`src/rtl/data_mem_arbiter.sv`:
```
// Arbitrates the single-port data RAM between the CPU MEM stage and the EXT loader/debug port.
// Optional statistics counters are enabled by defining DATA_MEM_ARB_STATS_EN.
//
// state   | meaning
// ARB     | normal arbitration, CPU has priority unless EXT is starved
// CPU_RET | return cycle of an issued CPU read; EXT may use the RAM
module data_mem_arbiter #(
  parameter int ADDR_W       = 8,
  parameter int DATA_W       = 8,
  parameter int STARVE_LIMIT = 4
) (
  input  logic              clk,
  input  logic              reset,
  input  logic              cpu_req,
  input  logic              cpu_we,
  input  logic [ADDR_W-1:0] cpu_addr,
  input  logic [DATA_W-1:0] cpu_wdata,
  output logic [DATA_W-1:0] cpu_rdata,
  output logic              cpu_stall,
  input  logic              ext_req,
  input  logic              ext_we,
  input  logic [ADDR_W-1:0] ext_addr,
  input  logic [DATA_W-1:0] ext_wdata,
  output logic              ext_gnt,
  output logic              ext_rvalid,
  output logic [DATA_W-1:0] ext_rdata,
  output logic [ADDR_W-1:0] ram_addr,
  output logic [DATA_W-1:0] ram_wdata,
  output logic              ram_we,
  output logic              ram_re,
  input  logic [DATA_W-1:0] ram_rdata
`ifdef DATA_MEM_ARB_STATS_EN
  ,
  output logic [15:0]       stat_stall_cnt,
  output logic [15:0]       stat_ext_cnt
`endif
);

  typedef enum logic {ARB, CPU_RET} state_t;

  localparam logic [3:0] STARVE_MAX = 4'(STARVE_LIMIT);

  state_t            state, state_nxt;
  logic [3:0]        starve_cnt, starve_nxt;
  logic              ext_win, cpu_win;
  logic [DATA_W-1:0] cpu_hold, ext_hold;

  // Winners are gated by reset so the RAM sees no access while reset is held.
  always_comb begin
    state_nxt = state;
    ext_win   = 1'b0;
    cpu_win   = 1'b0;
    cpu_stall = 1'b0;
    if (!reset) begin
      if (state == CPU_RET) begin
        ext_win   = ext_req;
        state_nxt = ARB;
      end else begin
        ext_win   = ext_req & (~cpu_req | (starve_cnt == STARVE_MAX));
        cpu_win   = cpu_req & ~ext_win;
        cpu_stall = cpu_req & (ext_win | (cpu_win & ~cpu_we));
        if (cpu_win && !cpu_we) state_nxt = CPU_RET;
      end
    end
  end

  always_comb begin
    starve_nxt = 4'd0;
    if (ext_req && !ext_win)
      starve_nxt = (starve_cnt == STARVE_MAX) ? starve_cnt : starve_cnt + 4'd1;
  end

  // Idle cycles keep the CPU address/data on the bus so the RAM inputs stay stable.
  assign ram_addr  = ext_win ? ext_addr  : cpu_addr;
  assign ram_wdata = ext_win ? ext_wdata : cpu_wdata;
  assign ram_we    = (ext_win & ext_we)  | (cpu_win & cpu_we);
  assign ram_re    = (ext_win & ~ext_we) | (cpu_win & ~cpu_we);
  assign ext_gnt   = ext_win;

  assign cpu_rdata = (state == CPU_RET) ? ram_rdata : cpu_hold;
  assign ext_rdata = ext_rvalid ? ram_rdata : ext_hold;

  always_ff @(posedge clk or posedge reset) begin
    if (reset) begin
      state      <= ARB;
      starve_cnt <= 4'd0;
      ext_rvalid <= 1'b0;
      cpu_hold   <= '0;
      ext_hold   <= '0;
    end else begin
      state      <= state_nxt;
      starve_cnt <= starve_nxt;
      ext_rvalid <= ext_win & ~ext_we;
      if (state == CPU_RET) cpu_hold <= ram_rdata;
      if (ext_rvalid)       ext_hold <= ram_rdata;
    end
  end

`ifdef DATA_MEM_ARB_STATS_EN
  always_ff @(posedge clk or posedge reset) begin
    if (reset) begin
      stat_stall_cnt <= 16'd0;
      stat_ext_cnt   <= 16'd0;
    end else begin
      if (cpu_stall && stat_stall_cnt != 16'hFFFF) stat_stall_cnt <= stat_stall_cnt + 16'd1;
      if (ext_gnt && stat_ext_cnt != 16'hFFFF)     stat_ext_cnt   <= stat_ext_cnt + 16'd1;
    end
  end
`endif

endmodule

```
`config.mk`:
```
export PLATFORM = sky130hd
export DESIGN_NAME = data_mem_arbiter
export DESIGN_NICKNAME = d
export VERILOG_FILES = /design/src/rtl/data_mem_arbiter.sv
export SDC_FILE = /design/constraint.sdc
export NUM_CORES = 1
export LEC_CHECK = 0
export CAP_MARGIN = 20
export CORE_ASPECT_RATIO = 0.5
export CORE_MARGIN = 5
export CORE_UTILIZATION = 31
export CTS_BUF_LIST = sky130_fd_sc_hd__clkbuf_16
export DETAILED_ROUTE_END_ITERATION = 16
export PLACE_DENSITY = 0.74
export SYNTH_ARGS = -nofsm -noshare
export SYNTH_HDL_FRONTEND = slang
export SYNTH_SLANG_ARGS = --single-unit
```
`constraint.sdc`:
```
create_clock -name clk -period 1.57 [get_ports clk]
set_input_delay 0.157 -clock clk [delete_from_list [all_inputs] [get_ports clk]]
set_output_delay 0.157 -clock clk [all_outputs]
set_load 0.02 [all_outputs]
```
== Word level (Yosys, flattened, before mapping) ==
Cells that the tools add are included.

* Flip-flop bits (word level): 22
* Input bits: 46
* Logic and storage cells: 42

* $add $sub $neg: 1
* Equal/unequal tests: 2
* Muxes and demuxes: 14
* Bitwise logic cells: 16
* Reduce and logical (&&, ||, !) cells: 4

{| class="wikitable"
|+ Operators with widths
! kind !! number
|-
| $mux 8 || 4
|-
| $and 1x1->1 || 8
|-
| $mux 1 || 8
|-
| $mux 4 || 2
|-
| $add 4x1->4 const B || 1
|-
| $eq 4x3->1 const B || 1
|-
| $not 1->1 || 4
|-
| $or 1x1->1 || 4
|-
| $logic_and 1x1->1 || 2
|-
| $logic_not 1->1 || 2
|-
| $ne 2x2->1 const B || 1
|}

== Longest topological paths before layout ==
* Depth after elaboration: 10
* Gate-level depth with buffers: 6
* Gate-level depth less buffers: 5

== Least setup slack after synthesis ==
No wires, ideal clock.

* Path type: register -> output
* Start point: register starve_cnt[0]
* End point: output ram_wdata[1]
* Arrival: 1.576 ns
* Required time: 1.413 ns
* Setup slack: -0.163 ns
* Stages on the path, launching flop included: 7
* Buffers on the path: 1
* Cell sequence: dfrtp_1 > inv_1 > ha_1 > and3b_1 > o211a_4 > buf_6 > mux2_4

* Word-level cells in the longest chain between the ends: 6

{| class="wikitable"
|+ Ends and longest elaborated chain
! item !! RTL line !! source
|-
| start, declared || 44 || <nowiki>logic [3:0] starve_cnt, starve_nxt;</nowiki>
|-
| start signal, assigned || 92 || <nowiki>starve_cnt <= starve_nxt;</nowiki>
|-
| $eq 4x3->1 || 59 || <nowiki>ext_win = ext_req & (~cpu_req | (starve_cnt == STARVE_MAX));</nowiki>
|-
| $or 1x1->1 || 59 ||
|-
| $and 1x1->1 || 59 ||
|-
| $mux 1 || 55 || <nowiki>if (state == CPU_RET) begin</nowiki>
|-
| $mux 1 || 54 || <nowiki>if (!reset) begin</nowiki>
|-
| net ext_gnt || 24 || <nowiki>output logic ext_gnt,</nowiki>
|-
| $mux 8 || 75 || <nowiki>assign ram_wdata = ext_win ? ext_wdata : cpu_wdata;</nowiki>
|-
| end, declared || 28 || <nowiki>output logic [DATA_W-1:0] ram_wdata,</nowiki>
|}

The timed path passes the listed nets, and every way through them passes these cells.

== Worst setup path after layout ==
* Start point: register starve_cnt[0]
* End point: output ram_addr[0]

* Word-level cells in the longest chain between the ends: 6

{| class="wikitable"
|+ Ends and longest elaborated chain
! item !! RTL line !! source
|-
| $eq 4x3->1 || 59 ||
|-
| $or 1x1->1 || 59 ||
|-
| $and 1x1->1 || 59 ||
|-
| $mux 1 || 55 ||
|-
| $mux 1 || 54 ||
|-
| $mux 8 || 74 || <nowiki>assign ram_addr = ext_win ? ext_addr : cpu_addr;</nowiki>
|-
| end, declared || 27 || <nowiki>output logic [ADDR_W-1:0] ram_addr,</nowiki>
|}

Every way passes these cells.

==> impl_metrics.ini <==
[route]
met1Wirelength_mm = 1.263
dr.pass1.iters = 4
drt_iter0_markers = 13
top_layer = met4
wl_met2_mm = 1.922
via_per_inst = 4.405
drt-total-wl_mm = 3.615
num_vias = 1110
ant_nets = 0
route.detailed.drc = 0
met3_wirelength_um = 402
post_drt_wl_per_cell_um = 14.35

[grt]
grt.overflow.total = 0
antenna_found_initial = 0
groute.usage.overall_pct = 13.53
grt_pass1_wl_mm = 5.651
grt_max_degree = 24
grt_pass1_vias = 1235

[power]
p_per_area_mw_per_mm2 = 960.1
finalPower_uw = 2324
p_leak_uw = 0.001140
peakVddDrop_uv = 437.1

[floorplanning]
die-area_mm2 = 0.005465
die_x_um = 99.67
rows = 16
die_h_um = 54.84
core-area_mm2 = 0.003884
start_util_pct = 32.09
ios = 83

[timing]
hold_ws_ps = 338.8
worst_pin_slew_ps = 278.3
drv_slew = 0
timing.slew.headroom_pct = 81.28
setup_violations = 22
tns_ps = -8906
rsz0062_at_grt = yes
setup_slack_ps = -486.8
skew_ps = 1.429
hold_violations = 0
fin_crit_sh_pct = 131.0
period_minus_slack_ps = 2057
fmax_mhz = 486.2

[cts]
root_buffer = clkbuf_16
cts_max_level = 1
cts_tree = yes
cts_buffers = 3
path_clk_slew_ps = 60
clk_latency_ps = 250
cts.sinks = 22
cts_buffer_depth = 2

[setup_path]
path_cells = inv_1 > ha_2 > and3b_2 > o211a_4 > clkbuf_16 > mux2_4 > buf_6
cp_data_arrival_time_ps = 1900
cp_max_fo = 5
reg2reg_depth = 9
crit_type = flip-flop to output port
crit_buf_inv = 3
critPathTopFamily = buffers and inverters
path_depth = 7
cp.required_ps = 1410
startpoint_type = flip-flop
slowest_delay_ps = 340
crit_slowest_cell = dfrtp_1
setup.worst_path.end_class = output port

[final_layout]
utilization_pct = 62.34
area_growth_pct = 94.28
drive_gt1_share_pct = 53.54
num_antenna_cells = 0
nFillCells = 299
nNetsFinal = 247

[placed_design]
dp_hpwl_mm = 2.882
portBuffers = 82
place_congestion = 0.7376

[yosys]
ys.flop_type = dfrtp_1
synth_compound_area_share_pct = 5.321
synthTopCellsByArea = dfrtp_1 44%, mux2_4 19%, mux2_2 16%
synth_area_mm2 = 0.001246
synthSimpleGateAreaFrac_pct = 7.028
synth_xor_area_share_pct = 1.406
synth.avg_cell_area_um2 = 13.69
synth_top_family_by_area = multiplexers
ys_ff_latch = 22
syn_inst = 91
yosysTopAreaCell = dfrtp_1
synth_top_cell_area_share_pct = 44.18
synth_common_cells = 22 x dfrtp_1, 18 x mux2_2, 16 x mux2_4, 5 x inv_1, 4 x and3_1
async_flop_share_pct = 100.0
synth_fa_ha_area_share_pct = 2.008
netlist-cell-type-count = 22
synth_most_common_cell = dfrtp_1
synth_mux_area_share_pct = 35.54
seq_area_frac_synth_pct = 44.18
yosys_warnings = 0
synth_edf_count = 0
syn_nets = 139

[status]
status = finished with violations
violations = negative setup slack

[hold_path]
hold_path.class = input pin to async pin

[run]
cap_violations = 0
## kinds of logic after synthesis
kind of cell / Yosys count
XOR/XNOR: 2
AND/OR/NAND/NOR: 14
flip-flops: 22
adder cells (fa/ha/maj): 2
multiplexers: 34
buffers and inverters: 9
AO/OA/AOI/OAI: 8
## tightest hold or removal path, cell delays in order
cell and delay [ps]:
clkdlybuf4s50_1 420, inv_1 100, buf_4 300
## repair_timing
item,CTS,global route
resized for setup,169,21
setup endpoints to repair,36,30
pin swaps,1,1
cloned,0,1
setup buffers,3,5
hold buffers,0,0
## placed cells by master (no fill, tap or decap)
| cell type | n |
|---|---|
| and2_4 | 1 |
| buf_12 | 3 |
| and3_1 | 3 |
| ha_1 | 1 |
| bufinv_16 | 1 |
| o21ai_0 | 1 |
| or3_1 | 1 |
| mux2_2 | 18 |
| ha_2 | 1 |
| a21boi_0 | 1 |
| o21ai_4 | 1 |
| o21ai_1 | 1 |
| nand2b_4 | 1 |
| nor2_1 | 2 |
| nand3_1 | 1 |
| o2bb2ai_1 | 1 |
| dfrtp_1 | 22 |
| inv_1 | 5 |
| dlygate4sd2_1 | 2 |
| buf_4 | 19 |
| clkdlybuf4s50_1 | 45 |
| clkbuf_16 | 4 |
| a21boi_1 | 1 |
| nand3b_1 | 1 |
| and3_4 | 1 |
| a32o_2 | 1 |
| buf_8 | 1 |
| o211a_4 | 1 |
| mux2_4 | 16 |
| buf_2 | 16 |
| xnor2_1 | 2 |
| and3b_2 | 1 |
| buf_6 | 20 |
| nand2_1 | 2 |
## flip-flops by register name (all words and copies together) (netlist names)
name,count
cpu_hold,8
ext_hold,8
starve_cnt,4
ext_rvalid,1
state,1
## path summary, 6_finish.rpt
check / slack (ps) / startpoint / end
max: -490 / starve_cnt[0]$_DFFE_PP0P_ / ram_addr[0]
min: 340 / reset / state$_DFFE_PP0N_
max reg2reg: -140 / starve_cnt[0]$_DFFE_PP0P_ / starve_cnt[1]$_DFFE_PP0P_
min reg2reg: 490 / cpu_hold[1]$_DFF_PP0_ / cpu_hold[1]$_DFF_PP0_
max in group asynchronous: 1010 / reset / cpu_hold[1]$_DFF_PP0_
min in group clk: 490 / cpu_hold[1]$_DFF_PP0_ / cpu_hold[1]$_DFF_PP0_
## final cells by class
cell class | instances | area (µm²) | share of cell area (%)
Inverter | 5 | 18.77 | 0.7752
Sequential cell | 22 | 550.5 | 22.74
Timing Repair Buffer | 107 | 1016 | 41.96
Clock inverter | 1 | 30.03 | 1.240
Tap cell | 54 | 67.56 | 2.791
Multi-Input combinational cell | 60 | 663.1 | 27.39
Clock buffer | 3 | 75.07 | 3.101
## where the power goes
group	switching, µW	internal (µW)
logic	428	485
registers	32.1	684
clock network	189	505
## routing by layer
layer	track usage [%]	up-vias
li1	-	538
met1	13.36	521
met2	26.38	49
met3	6.489	2
met4	3.401	0
met5	0	-
## through the flow
| step | setup slack (ps) | instances | instance area, µm² |
|---|---|---|---|
| final | -486.8 | 252 | 2421 |
| after global routing | -540.9 | 252 | 2421 |
| after CTS | -496.1 | 247 | 2360 |
| after detailed placement | -615.5 | 240 | 2267 |
| after global placement | -594.7 | 240 | 2267 |
| after floorplan | -140.8 | 91 | 1259 |
(Power assumes the default switching activity.)
==> variant 1 (same flow settings) <==
Set the parameter `DATA_W` to 7 (it was 8).
--- a/src/rtl/data_mem_arbiter.sv
+++ b/src/rtl/data_mem_arbiter.sv
@@ -6,7 +6,7 @@
 // CPU_RET | return cycle of an issued CPU read; EXT may use the RAM
 module data_mem_arbiter #(
   parameter int ADDR_W       = 8,
-  parameter int DATA_W       = 8,
+  parameter int DATA_W       = 7,
   parameter int STARVE_LIMIT = 4
 ) (
   input  logic              clk,
Ports: changed (6 resized); port bits go from 83 to 77. No check against the original RTL was run, so the function may have changed too.
==> variant 1 against the unedited design <==
The run still ends with negative setup slack left; maximum frequency fell by 3.7%; combinational power barely moved; via count grew 0.63%; design area decreased by 3.1%; clock skew increased by 0.78 ps; synthesized cell count down 8.8%; sequential cell count fell by 2; setup slack worse by 79 ps; synthesized area is 10% lower; total power down 10%; die area down 8.7%; wire length rose by 3.2%; worst hold slack improved by 150 ps; critical endpoint is now ram_wdata[5]; largest cell class unchanged.
==> variant 1: results (changes against the unedited design) <==
stage,metric,value,unit,change
outcome,status,finished with violations,,
outcome,violations,negative setup slack,,
worst_setup_path,critPathMaxStageDelay,400,ps,+60 ps
worst_setup_path,crit_arrival,1980,ps,+80 ps
power_and_ir_drop,clockPowerShare,0.250,,-0.049
sta,fin_ws,-566.0,ps,-79.27 ps
detailed_routing,drtIter0Drc,26,,+13
sta,worstMarginPinSlew,300.6,ps,+22.31 ps
detailed_routing,vias,1117,,+0.63%
sta,skew,2.208,ps,+0.7788 ps
detailed_routing,routed_wl,3732,um,+3.2%
power_and_ir_drop,combinationalPower,914,uW,about the same
worst_hold_path,hold_path.class,flip-flop to flip-flop,,
finish,reg_top3,"cpu_hold: 7 flops, ext_hold: 7 flops, starve_cnt: 4 flops",,
placed_design,io_buffers,76,,-7.3%
placed_design,gp_congestion,0.7699,,+4.4%
grt,grt_pass1_wl,5333,um,-5.6%
placed_design,dpl.cell_count,227,,-5.4%
synth,syn_avg_cell_area,13.49,um^2,-1.5%
sta,setup_viol,24,,+9.1%
finish,flops_and_latches,20,,-9.1%
synth,synthAdderAreaFrac,0.02235,,+0.002266
grt,grtUsageMet1,0.1493,,+0.01561
worst_setup_path,cp_max_fo,8,,+3
finish,clk_share,0.03360,,-0.009811
placed_design,hpwl,2668,um,-7.4%
power_and_ir_drop,leakage,0.001111,uW,-2.6%
synth,synth_mux_area_frac,0.3207,,-0.03475
finish,nets,242,,-2.0%
detailed_routing,viasPerCell,4.522,,+2.7%
[variant 1: logic make-up after synthesis]
family,count (synthesis)
XOR/XNOR,1
flip-flops,20
AND/OR/NAND/NOR,9
AO/OA/AOI/OAI,12
buffers and inverters,9
multiplexers,30
adder cells (fa/ha/maj),2
[variant 1: final timing paths]
path                                from       endpoint  slack (ps)  depth (start not counted)
max                        starve_cnt[1]   ram_wdata[5]        -570                          7
min                          cpu_hold[2]    cpu_hold[2]         490                          1
max reg2reg                starve_cnt[1]     ext_rvalid         -20                          7
min reg2reg                  cpu_hold[2]    cpu_hold[2]         490                          1
max in group asynchronous          reset  starve_cnt[2]         800                          4
min in group asynchronous          reset    cpu_hold[3]         530                          4
[variant 1: worst register-to-register path, cell delays in order (launching register included)]
cell	delay, ps
dfrtp_1	400
inv_2	90
ha_4	150
nand3b_4	110
a211oi_4	340
buf_6	200
buf_4	130
and2_2	120
==> variant 2 (config.mk and constraints unchanged) <==
Without the edit above. The option `DATA_MEM_ARB_STATS_EN` is turned on by a define.
--- a/src/rtl/data_mem_arbiter.sv
+++ b/src/rtl/data_mem_arbiter.sv
@@ -4,6 +4,8 @@
 // state   | meaning
 // ARB     | normal arbitration, CPU has priority unless EXT is starved
 // CPU_RET | return cycle of an issued CPU read; EXT may use the RAM
+`define DATA_MEM_ARB_STATS_EN
+
 module data_mem_arbiter #(
   parameter int ADDR_W       = 8,
   parameter int DATA_W       = 8,
Formal check against the unedited RTL (old outputs only; new: stat_ext_cnt and stat_stall_cnt): equivalent (equiv_simple and equiv_induct, registers matched by name and starting in step).
==> variant 2 against the unedited design <==
Synthesized area grew 120%; setup slack lost 52 ps; wire length rose by 120%; die area rose by 99%; first-iteration DRC count rose to 7.8 times the old value; worst hold slack better by 160 ps; via count is 130% higher; total power rose by 120%; sequential cell count increased by 32; design area increased by 110%; the flow still finishes with violations (negative setup slack).
==> variant 2: results (changes against the unedited design) <==
stage,metric,value,unit,change
synth,synth_common_cells,"dfrtp_1, mux2_2, xnor2_1",,
detailed_routing,dr_wl_met3,234,um,-42%
power_and_ir_drop,ir_drop,466.2,uV,+6.7%
synth,seq_area_frac_synth,0.4961,,+0.05433
cts,worstSkewPairLatency,290,ps,+40 ps
placed_design,io_buffers,114,,+39%
floorplanning,coreArea,8648,um^2,+120%
detailed_routing,wire_per_inst,14.73,um,+2.7%
detailed_routing,drtIter0Drc,101,,+88
detailed_routing,viasPerCell,4.603,,+4.5%
grt,grtUsageMet1,0.1696,,+0.03595
grt,grt_pass1_vias,2631,,+110%
detailed_routing,met2_wirelength,4259,um,+120%
power_and_ir_drop,leakage,0.002510,uW,+120%
worst_hold_path,hold_path.class,flip-flop to flip-flop,,
finish,nets,476,,+93%
worst_setup_path,cp_top_family,flip-flops,,
synth,synth-xor-area-share,0.09968,,+0.08562
grt,grt_use_met3,0.01881,,-0.04608
power_and_ir_drop,combPwrFrac,0.407,,+0.014
power_and_ir_drop,combinationalPower,2050,uW,+120%
finish,multi_input_area,1500,um^2,+130%
grt,track_usage,0.1381,,+0.002765
sta,skew,7.454,ps,+6.024 ps
finish,seq_share,0.2689,,+0.04153
sta,fin_ws,-538.4,ps,-51.61 ps
sta,setup_viol,64,,+190%
outcome,status,finished with violations,,
power_and_ir_drop,switching_share,0.3074,,+0.02782
worst_setup_path,critPathMaxStageDelay,370,ps,+30 ps
synth,synth_nets,285,,+110%
grt,grt_pass1_wl,12480,um,+120%
synth,synth_seq_cells,54,,+150%
finish,buffers,194,,+81%
grt,grt_max_degree,55,,+130%
synth,synth_area_leaders,"dfrtp_1, mux2_2, xnor2_1, nand4_1, xor2_1",,
outcome,violations,negative setup slack,,
cts,cts_resized,160,,-5.3%
finish,inverters_excl_clock,7,,+2
grt,grtUsageMet2,0.2542,,-0.009583
synth,ys_types,36,,+64%
placed_design,hpwl,5869,um,+100%
finish,reg_top3,"stat_ext_cnt: 16 flops, stat_stall_cnt: 16 flops",,
worst_setup_path,cp_max_fo,8,,+3
-- variant 2: per-stage QoR --
step | TNS (ps) | cells | util | cell area (um^2) | hold WS [ps]
after detailed placement | -25030 | 519 | 0.5288 | 4573 | 484.7
after global placement | -23560 | 519 | 0.5288 | 4573 | 480.8
after global routing | -26510 | 544 | 0.5810 | 5025 | 517.2
final | -21830 | 544 | 0.5810 | 5025 | 499.0
after CTS | -20030 | 535 | 0.5443 | 4707 | 501.2
after floorplan | -20680 | 235 | - | 2851 | 227.8
-- variant 2: worst paths after layout --
check | start | endpoint | depth (start not counted)
worst max-delay path | starve_cnt[0] | ram_addr[6] | 7
worst min-delay path | ext_hold[2] | ext_hold[2] | 1
worst max register to register | starve_cnt[0] | stat_ext_cnt[4] | 10
worst min register to register | ext_hold[2] | ext_hold[2] | 1
max in group asynchronous | reset | cpu_hold[7] | 4
min in group asynchronous | reset | stat_ext_cnt[0] | 4
